===== src/rtl/conv_ctrl.sv =====
// conv_ctrl: ICB slave register block that sequences the convolution accelerator.
//
// Software writes CTRL.bit0 to launch a job. The block holds the accelerator in
// reset for RST_CYCLES cycles, which clears its sticky done flag. It then pulses
// conv_start for one cycle and counts cycles until conv_done. On completion it
// sets done_flag, bumps JOBS and, if irq_en is set, raises irq one cycle later.
// A launch that arrives while a job is in flight is held as a one-deep pending
// request and starts as soon as the current job completes.
//
// Ports:
//   clk, rst_n        system clock, synchronous active-low reset
//   icb_cmd_*         ICB command channel (valid/ready, addr[3:2] decoded,
//                     read, wdata, wmask[0] gates writes)
//   icb_rsp_*         ICB response channel (valid/ready, rdata)
//   conv_rst_n        accelerator reset, active low
//   conv_start        accelerator start, one-cycle pulse
//   conv_done         accelerator done, sticky until accelerator reset
//   irq               level interrupt = irq_en & done_flag, registered
//
// Handshake: a channel transfers on a cycle where valid and ready are both 1.
// Once the response valid is raised, it and rdata stay stable until rsp_ready
// is 1. A new command is accepted only when no response is left untaken, so at
// most one transaction is outstanding.
//
// Register map (addr[3:2]):
//   0 CTRL    W bit0 launch (self-clearing), RW bit1 irq_en
//   1 STATUS  bit0 busy, bit1 done_flag (W1C), bit2 pending
//   2 CYCLES  RO, cycles spent in RUN for the last job, saturating
//   3 JOBS    RO, completed job count, wrapping
module conv_ctrl #(
    parameter int RST_CYCLES = 2
) (
    input  logic        clk,
    input  logic        rst_n,
    input  logic        icb_cmd_valid,
    output logic        icb_cmd_ready,
    input  logic [31:0] icb_cmd_addr,
    input  logic        icb_cmd_read,
    input  logic [31:0] icb_cmd_wdata,
    input  logic [3:0]  icb_cmd_wmask,
    output logic        icb_rsp_valid,
    input  logic        icb_rsp_ready,
    output logic [31:0] icb_rsp_rdata,
    output logic        conv_rst_n,
    output logic        conv_start,
    input  logic        conv_done,
    output logic        irq
);

    typedef enum logic [1:0] {
        S_IDLE = 2'd0,
        S_RST  = 2'd1,
        S_FIRE = 2'd2,
        S_RUN  = 2'd3
    } state_t;

    localparam int CW = (RST_CYCLES > 1) ? $clog2(RST_CYCLES) : 1;
    localparam logic [CW-1:0] RST_LAST = CW'(RST_CYCLES - 1);

    state_t        state_q, state_d;
    logic [CW-1:0] rst_cnt_q, rst_cnt_d;
    logic          conv_rst_n_q, conv_rst_n_d;
    logic          conv_start_q, conv_start_d;
    logic          irq_en_q, irq_en_d;
    logic          done_flag_q, done_flag_d;
    logic          pending_q, pending_d;
    logic [31:0]   cycles_q, cycles_d;
    logic [31:0]   jobs_q, jobs_d;
    logic          irq_q, irq_d;
    logic          rsp_valid_q, rsp_valid_d;
    logic [31:0]   rsp_rdata_q, rsp_rdata_d;

    logic          accept;
    logic          wr_en;
    logic [1:0]    reg_sel;
    logic          launch;
    logic          w1c_done;
    logic          complete;
    logic          relaunch;
    logic [31:0]   rd_mux;

    // Only addr[3:2], wdata[1:0] and wmask[0] carry meaning.
    logic unused_ok;
    assign unused_ok = ^{icb_cmd_addr[31:4], icb_cmd_addr[1:0],
                         icb_cmd_wdata[31:2], icb_cmd_wmask[3:1]};

    assign icb_cmd_ready = rst_n & (~rsp_valid_q | icb_rsp_ready);

    always_comb begin
        accept   = icb_cmd_valid & icb_cmd_ready;
        wr_en    = accept & ~icb_cmd_read & icb_cmd_wmask[0];
        reg_sel  = icb_cmd_addr[3:2];
        launch   = wr_en & (reg_sel == 2'd0) & icb_cmd_wdata[0];
        w1c_done = wr_en & (reg_sel == 2'd1) & icb_cmd_wdata[1];
        complete = (state_q == S_RUN) & conv_done;
        // A launch landing in the completion cycle counts as the pending request.
        relaunch = complete & (pending_q | launch);
    end

    // Reads see the register values before any update made on the same edge.
    always_comb begin
        rd_mux = 32'd0;
        case (reg_sel)
            2'd0: rd_mux = {30'd0, irq_en_q, 1'b0};
            2'd1: rd_mux = {29'd0, pending_q, done_flag_q, (state_q != S_IDLE)};
            2'd2: rd_mux = cycles_q;
            2'd3: rd_mux = jobs_q;
            default: rd_mux = 32'd0;
        endcase
    end

    always_comb begin
        state_d     = state_q;
        rst_cnt_d   = rst_cnt_q;
        irq_en_d    = irq_en_q;
        done_flag_d = done_flag_q;
        pending_d   = pending_q;
        cycles_d    = cycles_q;
        jobs_d      = jobs_q;
        rsp_valid_d = rsp_valid_q;
        rsp_rdata_d = rsp_rdata_q;

        if (wr_en && (reg_sel == 2'd0)) begin
            irq_en_d = icb_cmd_wdata[1];
        end

        if (launch && (state_q != S_IDLE)) begin
            pending_d = 1'b1;
        end

        case (state_q)
            S_IDLE: begin
                if (launch) begin
                    state_d   = S_RST;
                    rst_cnt_d = '0;
                end
            end
            S_RST: begin
                if (rst_cnt_q == RST_LAST) begin
                    state_d = S_FIRE;
                end else begin
                    rst_cnt_d = rst_cnt_q + CW'(1);
                end
            end
            S_FIRE: begin
                state_d  = S_RUN;
                cycles_d = 32'd0;
            end
            S_RUN: begin
                if (cycles_q != 32'hFFFF_FFFF) begin
                    cycles_d = cycles_q + 32'd1;
                end
                if (complete) begin
                    jobs_d = jobs_q + 32'd1;
                    if (relaunch) begin
                        state_d   = S_RST;
                        rst_cnt_d = '0;
                        pending_d = 1'b0;
                    end else begin
                        state_d = S_IDLE;
                    end
                end
            end
            default: state_d = S_IDLE;
        endcase

        // Completion takes priority over a same-cycle write-1-to-clear.
        if (w1c_done) begin
            done_flag_d = 1'b0;
        end
        if (complete) begin
            done_flag_d = 1'b1;
        end

        if (accept) begin
            rsp_valid_d = 1'b1;
            rsp_rdata_d = icb_cmd_read ? rd_mux : 32'd0;
        end else if (icb_rsp_ready) begin
            rsp_valid_d = 1'b0;
        end
    end

    // Outputs are registered off the next state so they line up with it.
    always_comb begin
        conv_rst_n_d = (state_d != S_RST);
        conv_start_d = (state_d == S_FIRE);
        irq_d        = irq_en_q & done_flag_q;
    end

    always_ff @(posedge clk) begin
        if (!rst_n) begin
            state_q      <= S_IDLE;
            rst_cnt_q    <= '0;
            conv_rst_n_q <= 1'b1;
            conv_start_q <= 1'b0;
            irq_en_q     <= 1'b0;
            done_flag_q  <= 1'b0;
            pending_q    <= 1'b0;
            cycles_q     <= 32'd0;
            jobs_q       <= 32'd0;
            irq_q        <= 1'b0;
            rsp_valid_q  <= 1'b0;
            rsp_rdata_q  <= 32'd0;
        end else begin
            state_q      <= state_d;
            rst_cnt_q    <= rst_cnt_d;
            conv_rst_n_q <= conv_rst_n_d;
            conv_start_q <= conv_start_d;
            irq_en_q     <= irq_en_d;
            done_flag_q  <= done_flag_d;
            pending_q    <= pending_d;
            cycles_q     <= cycles_d;
            jobs_q       <= jobs_d;
            irq_q        <= irq_d;
            rsp_valid_q  <= rsp_valid_d;
            rsp_rdata_q  <= rsp_rdata_d;
        end
    end

    // The accelerator is held in reset for as long as the block itself is.
    assign conv_rst_n    = rst_n & conv_rst_n_q;
    assign conv_start    = conv_start_q;
    assign irq           = irq_q;
    assign icb_rsp_valid = rsp_valid_q;
    assign icb_rsp_rdata = rsp_rdata_q;

endmodule


===== config.mk =====
export PLATFORM = sky130hd
export DESIGN_NAME = conv_ctrl
export DESIGN_NICKNAME = d
export VERILOG_FILES = /design/src/rtl/conv_ctrl.sv
export SDC_FILE = /design/constraint.sdc
export NUM_CORES = 1
export LEC_CHECK = 0
export CORE_MARGIN = 4
export CORE_UTILIZATION = 35
export CTS_BUF_LIST = sky130_fd_sc_hd__clkbuf_4 sky130_fd_sc_hd__clkbuf_8
export CTS_CLUSTER_SIZE = 12
export DETAILED_ROUTE_END_ITERATION = 7
export PLACE_DENSITY_LB_ADDON = 0.12
export SLEW_MARGIN = 20
export SYNTH_ARGS = -nofsm -noshare
export SYNTH_HDL_FRONTEND = slang
export SYNTH_SLANG_ARGS = --single-unit

===== constraint.sdc =====
create_clock -name clk -period 5.37 [get_ports clk]
set_input_delay 1.611 -clock clk [delete_from_list [all_inputs] [get_ports clk]]
set_output_delay 1.611 -clock clk [all_outputs]
set_load 0.005 [all_outputs]

* Word level (Yosys, flattened, before mapping)
Index checks and enable logic that the tools add are counted.
** Storage, ports and cells
- Bits in registers :: 106
- Bits of input ports :: 74
- Output and inout bits :: 37
- Logic and storage cells :: 78
** Operators by class
- Add/subtract/negate cells :: 3
- Equal/unequal tests :: 13
- Multiplexer cells :: 22
- Bitwise operators :: 16
- Reductions and logical operators :: 12
** Operators by type and width (count)
- $pmux W32 S4 :: 1
- $add A32 B1 Y32 const B :: 2
- $mux W32 :: 2
- $pmux W32 S2 :: 1
- $ne A32 B32 Y1 const B :: 1
- $mux W1 :: 13
- $and A1 B1 Y1 :: 12
- $eq A2 B2 Y1 const B :: 5
- $pmux W2 S4 :: 1
- $reduce_bool A2 Y1 :: 4
- $mux W2 :: 3
- $ne A2 B2 Y1 const B :: 3
- $eq A2 B1 Y1 const B :: 2
- $logic_not A2 Y1 :: 2
- $ne A2 B1 Y1 const B :: 2
- $reduce_and A2 Y1 :: 2
- $reduce_and A4 Y1 :: 1
- $pmux W1 S3 :: 1
- $reduce_bool A3 Y1 :: 1
- $logic_and A1 B1 Y1 :: 2
- $not A1 Y1 :: 2
- $or A1 B1 Y1 :: 2
- $add A1 B1 Y1 const B :: 1

* Depth between registers and ports, before layout
Gate-level depths: netlist (run 1).
- Depth in word-level cells :: 14
- Mapped depth :: 8
- Depth with buffers taken out :: 6

* Worst setup path before layout (run 1)
OpenSTA, ideal clock, no wires.
- Path kind :: input-to-output
- Start point :: in rst_n
- End point :: out conv_rst_n
- Arrival :: 2.222 ns
- Data required time :: 3.759 ns
- Path slack :: 1.537 ns
- Stages :: 3
- Path buffers :: 2
- Cells stage by stage :: clkbuf_1 -> clkbuf_1 -> and2_1
** On the way
- Cells in the longest elaborated chain, start to end :: 1
** RTL lines
- start: declaration :: line 34 : input logic rst_n,
- $and A1 B1 Y1 :: line 221 : assign conv_rst_n = rst_n & conv_rst_n_q;
- end: declaration :: line 44 : output logic conv_rst_n,
No other way between the ends.

* Final worst setup path (run 1)
- Start point :: in icb_rsp_ready
- End point :: out icb_cmd_ready
** On the way
- Cells in the longest elaborated chain, start to end :: 2
** RTL lines
- start: declaration :: line 42 : input logic icb_rsp_ready,
- $or A1 B1 Y1 :: line 87 : assign icb_cmd_ready = rst_n & (~rsp_valid_q | icb_rsp_ready);
- $and A1 B1 Y1 :: line 87
- end: declaration :: line 36 : output logic icb_cmd_ready,
No other way between the ends.

==> flow_summary_export.csv, run 1 <==
group,metric,value,unit
outcome,outcome,"finished, final reports clean",
clock_tree,ctsHoldBuffers,0,
logic_synthesis,synth_cells,628,
global_route,grt_first_pass_wirelength,23070,um
logic_synthesis,yosysTopAreaCellShare,0.4142,
logic_synthesis,synth_mux_area_frac,0.06740,
layout,design_area,5904,sq um
drt,wl_per_cell,16.79,um
drt,viasPerCell,5.603,
die,die_y,129.0,um
die,dieArea,16640,sq um
logic_synthesis,synth-compound-area-share,0.1443,
global_route,grt_antenna_before_repair,0,
logic_synthesis,synth_ff_type,"dfxtp_1",
logic_synthesis,synth-seq-cells,106,
clock_tree,path_clk_slew,100,ps
die,start_util,0.3635,
logic_synthesis,synth_top_cell_by_area,"dfxtp_1",
die,core,14100,sq um
logic_synthesis,synth_cell_type_count,48,
logic_synthesis,netlist_top_cells_count,"dfxtp_1, nor2_1, a21oi_1",
timing,hold_viol_final,0,
timing,fin_crit,4500,ps
drt,drc_errors,0,
logic_synthesis,postSynthAreaPerCell,8.159,sq um
clock_tree,cts.htree.levels,3,
global_route,overflow,0,
drt,num_vias,4673,
die,die_w,129.0,um
placed_design,portBuffers,47,
logic_synthesis,synth_xor_area_frac,0.05128,
logic_synthesis,syn-cell-area,5124,sq um
logic_synthesis,yosysSeqAreaShare,0.4142,
setup_path,endpoint_kind,"output pin",
placed_design,dpl.hpwl,9497,um
power,ir_drop,0.0001574,V
clock_tree,clk_latency,390,ps
power,p_leak,1.847,nW
clock_tree,clock_sinks,106,
timing,fin_worst_skew,9.066,ps
logic_synthesis,synthArstFlopShare,0,
drt,ant_nets,0,
logic_synthesis,synth-edff-count,0,
timing,whs,468.1,ps
timing,fmax,222.2,MHz
logic_synthesis,synth_most_common_cell,"dfxtp_1",
power,power_density,223.3,nW/um^2
timing,setup_viol,0,
global_route,grt_usage,0.1736,
logic_synthesis,synth_area_leaders,"dfxtp_1, a21oi_1, mux2i_1",
logic_synthesis,synth_fa_ha_area_frac,0.004884,
timing,fin_crit_sh,0.8381,
setup_path,reg2reg_depth,5,
setup_path,path_max_fanout,5,
logic_synthesis,synth_top_family_by_area,"simple AND/OR/NAND/NOR gates",
global_route,grt_start_max_net_pins,62,
clock_tree,root_buffer,"clkbuf_8",
clock_tree,cts_inserted_buffers,9,
die,rows,43,
logic_synthesis,yosys.area_share.simple,0.2740,
global_route,grt_pass1_vias,4500,
layout,num-nets-final,725,
drt,routed_wl,14000,um
min_path,min_path_cells,2,
setup_path,worst_ep_required_time,3760,ps
placed_design,place_area,5722,sq um
min_path,hold_path.class,"flop to flop",
clock_tree,cts_tree,"done",
layout,drive_above_1_share,0.05046,
power,p_total,1.318,mW
logic_synthesis,syn_nets,704,
clock_tree,clockBufferDepth,2,
placed_design,gp_congestion,0.7892,
setup_path,worst-setup-path-type,"input port to output pin",
timing,drv_slew,0,
drt,firstDrtPassIters,4,
clock_tree,post-cts-setup-buffers,0,
timing,worst_pin_slew,1047,ps
clock_tree,ctsResizeCount,0,
setup_path,cp_data_arrival_time,2890,ps
drt,first_iter_violations,254,
timing,setup_tns,0,ps
timing,max_slew_margin,0.3001,
layout,antenna_cells,0,
logic_synthesis,ys.warnings.count,0,
job,maxCapViolations,0,
setup_path,start_kind,"input port",
die,ioPinCount,111,
layout,syn2layout_area_growth,15.24,%
timing,rsz0062_at_grt,"false",
[per-layer routing]
layer,vias to the layer above,share of wire,track usage
met5,-,0,0
met4,0,0.020,0.05806
met3,20,0.042,0.04027
met2,96,0.46,0.2805
met1,2250,0.48,0.2289
li1,2307,-,-
[where the power goes]
group	switching, mW	total, mW	internal [mW]
Clock	0.283	0.475	0.191
Combinational	0.0388	0.0571	0.0183
Sequential	0.000355	0.786	0.786
[final cells by class]
class / count / area [sq um]
clock buffer: 12 / 152.6
clock inverter: 4 / 27.53
fill: 1440 / 8192
inverter: 14 / 52.55
multi-input combinational: 463 / 2796
sequential: 106 / 2122
tap: 180 / 225.2
timing repair buffer: 55 / 528.0
[worst paths after layout]
check                    from                to  slack [ps]
max             icb_rsp_ready     icb_cmd_ready         870
min          icb_rsp_rdata[2]  icb_rsp_rdata[2]         470
max reg2reg       cycles_q[9]      cycles_q[29]        2680
min reg2reg  icb_rsp_rdata[2]  icb_rsp_rdata[2]         470
[metrics by stage]
stage,instances,utilization,setup slack (ps)
after floorplan,628,-,1537
after global placement,818,0.4059,863.6
after detailed placement,818,0.4059,874.3
after CTS,834,0.4187,858.2
after global routing,834,0.4189,798.3
final,834,0.4189,869.6
[critical path: stages]
cell             delay [ps]
clkdlybuf4s50_1         450
nand2b_1                180
and2_1                  150
clkdlybuf4s50_1         500
[sequential cells by signal, summed over array words and instances, names as in the netlist]
name / cells
jobs_q: 32
conv_rst_n_q: 1
state_q: 2
icb_rsp_valid: 1
irq_en_q: 1
done_flag_q: 1
icb_rsp_rdata: 32
cycles_q: 32
irq: 1
pending_q: 1
conv_start: 1
rst_cnt_q: 1
[placed cells by master (no fill, tap or decap), types with 5 or more instances in the layout]
master / instances
or4_1: 9
and3_1: 11
nor2_1: 68
inv_1: 13
and4_1: 11
nand4_1: 12
mux2i_1: 30
o31ai_1: 8
buf_4: 9
xnor2_1: 25
dfxtp_1: 106
nand2b_1: 8
clkdlybuf4s50_1: 46
xor2_1: 5
clkbuf_8: 10
nor4_1: 17
nand3_1: 32
a31oi_1: 7
a311oi_1: 7
a21oi_1: 62
o21ai_0: 20
or3_1: 9
nand2_1: 39
nor3_1: 45
[cells by family after synthesis]
family	after synthesis
AOI/OAI and AO/OA	124
xor gates and xnor gates	30
adders and majority gates	2
buffers and inverters	59
DFF	106
muxes	33
and+or+nand+nor	274
(Power assumes the default switching activity.)
==> inputs of run 2 (changes only) <==
clock period = 4.2 ns   (was 5.37 ns; I/O delays follow)
==> run 2 against run 1 <==
Final cell count grew 0.48%. Non-clock buffer count grew 6. Sequential share of layout area shrank 0.27 points. Setup slack lost 470 ps. Power grew 26%. Largest cell class unchanged. Global-route usage shrank 0.30 points. Highest routed layer unchanged. Critical path depth is the same. Register-to-register slack lost 1200 ps. Die area is the same. Utilization grew 0.32 points. Clock skew grew 0.58 ps. First-iteration DRC count grew 21%. Critical path type unchanged.
==> flow_summary_export.csv, run 2 (same netlist as run 1, synthesis figures left out) <==
group,metric,value,unit
die,die_w,129.0,um
clock_tree,clock_sinks,106,
die,dieArea,16640,sq um
clock_tree,root_buffer,"clkbuf_8",
setup_path,endpoint_kind,"output pin",
power,power_density,278.5,nW/um^2
global_route,grt_pass1_vias,4462,
clock_tree,cts_tree,"done",
setup_path,worst_ep_required_time,2940,ps
clock_tree,clk_latency,390,ps
die,ioPinCount,111,
global_route,grt_usage,0.1706,
die,rows,43,
layout,antenna_cells,0,
timing,setup_ws,402.7,ps
timing,drv_slew,0,
timing,setup_tns,0,ps
timing,fin_crit,3797,ps
die,die_y,129.0,um
drt,first_iter_violations,308,
placed_design,dpl.hpwl,9388,um
clock_tree,clockBufferDepth,2,
power,ir_drop,0.0002295,V
min_path,hold_path.class,"flop to flop",
drt,wl_per_cell,16.39,um
global_route,grt_start_max_net_pins,62,
timing,fin_crit_sh,0.9041,
layout,mostFrequentLayoutCells,"dfxtp_1, nor2_1, a21oi_1",
timing,setup_viol,0,
clock_tree,ctsResizeCount,0,
setup_path,worst-setup-path-type,"input port to output pin",
placed_design,post-place-ws,395.9,ps
placed_design,portBuffers,47,
global_route,grt_antenna_before_repair,0,
job,maxCapViolations,0,
setup_path,start_kind,"input port",
drt,num_vias,4659,
layout,fill_cells,1464,
global_route,grt_first_pass_wirelength,22830,um
timing,fmax,263.3,MHz
placed_design,gp_congestion,0.8021,
clock_tree,cts_inserted_buffers,9,
die,start_util,0.3635,
setup_path,cp_data_arrival_time,2540,ps
drt,firstDrtPassIters,5,
layout,num-nets-final,731,
drt,ant_nets,0,
timing,worst_pin_slew,936.0,ps
power,p_leak,1.888,nW
layout,syn2layout_area_growth,16.12,%
timing,max_slew_margin,0.3741,
outcome,outcome,"finished, final reports clean",
clock_tree,post-cts-setup-buffers,0,
timing,rsz0062_at_grt,"false",
clock_tree,ctsHoldBuffers,0,
drt,viasPerCell,5.560,
layout,final_common_cell,"dfxtp_1",
timing,fin_worst_skew,9.647,ps
drt,routed_wl,13740,um
drt,drc_errors,0,
die,core,14100,sq um
clock_tree,cts.htree.levels,3,
timing,hold_viol_final,0,
clock_tree,path_clk_slew,90,ps
global_route,overflow,0,
layout,drive_above_1_share,0.05623,
setup_path,path_max_fanout,5,
==> run 2: metal layers <==
layer	GRT usage	routed length (um)
met1	0.2295	6529
met2	0.2723	6354
met3	0.05106	712
met4	0.03582	141
met5	0	0
==> run 2: cell type report <==
type / count / area [sq um] / share of cell area
clock inverter: 4 / 20.02 / 0.003365
timing repair buffer: 61 / 595.6 / 0.1001
sequential: 106 / 2122 / 0.3567
inverter: 14 / 52.55 / 0.008833
multi-input combinational: 463 / 2796 / 0.4700
tap: 180 / 225.2 / 0.03785
clock buffer: 10 / 137.6 / 0.02313
==> run 2: critical path, stage by stage <==
cell and delay [ps]:
clkdlybuf4s50_1 440, nand2b_1 180, and2_1 150, clkdlybuf4s50_1 500
==> run 2: report_power, final <==
group          internal [mW]  leakage (nW)  switching (mW)
sequential              1.01         0.854        0.000436
combinational         0.0277         0.946          0.0500
clock                  0.222        0.0875           0.352
total                   1.25          1.89           0.402
==> run 2: final timing paths <==
check | start | endpoint | slack [ps] | cells past startpoint
min | icb_rsp_rdata[0] | icb_rsp_rdata[0] | 470 | 2
min reg2reg | icb_rsp_rdata[0] | icb_rsp_rdata[0] | 470 | 2
max | icb_rsp_ready | icb_cmd_ready | 400 | 4
max reg2reg | cycles_q[9] | cycles_q[29] | 1490 | 5
==> run 2: stage by stage <==
step / instance area (sq um) / hold slack, ps / power [mW] / cells / util
after floorplan: 5124 / 452.7 / 1.075 / 628 / -
after global placement: 5772 / 447.0 / 1.106 / 823 / 0.4095
after detailed placement: 5772 / 452.3 / 1.107 / 823 / 0.4095
after CTS: 5929 / 469.3 / 1.681 / 837 / 0.4206
after global routing: 5949 / 488.6 / 1.723 / 838 / 0.4221
final: 5949 / 465.8 / 1.657 / 838 / 0.4221
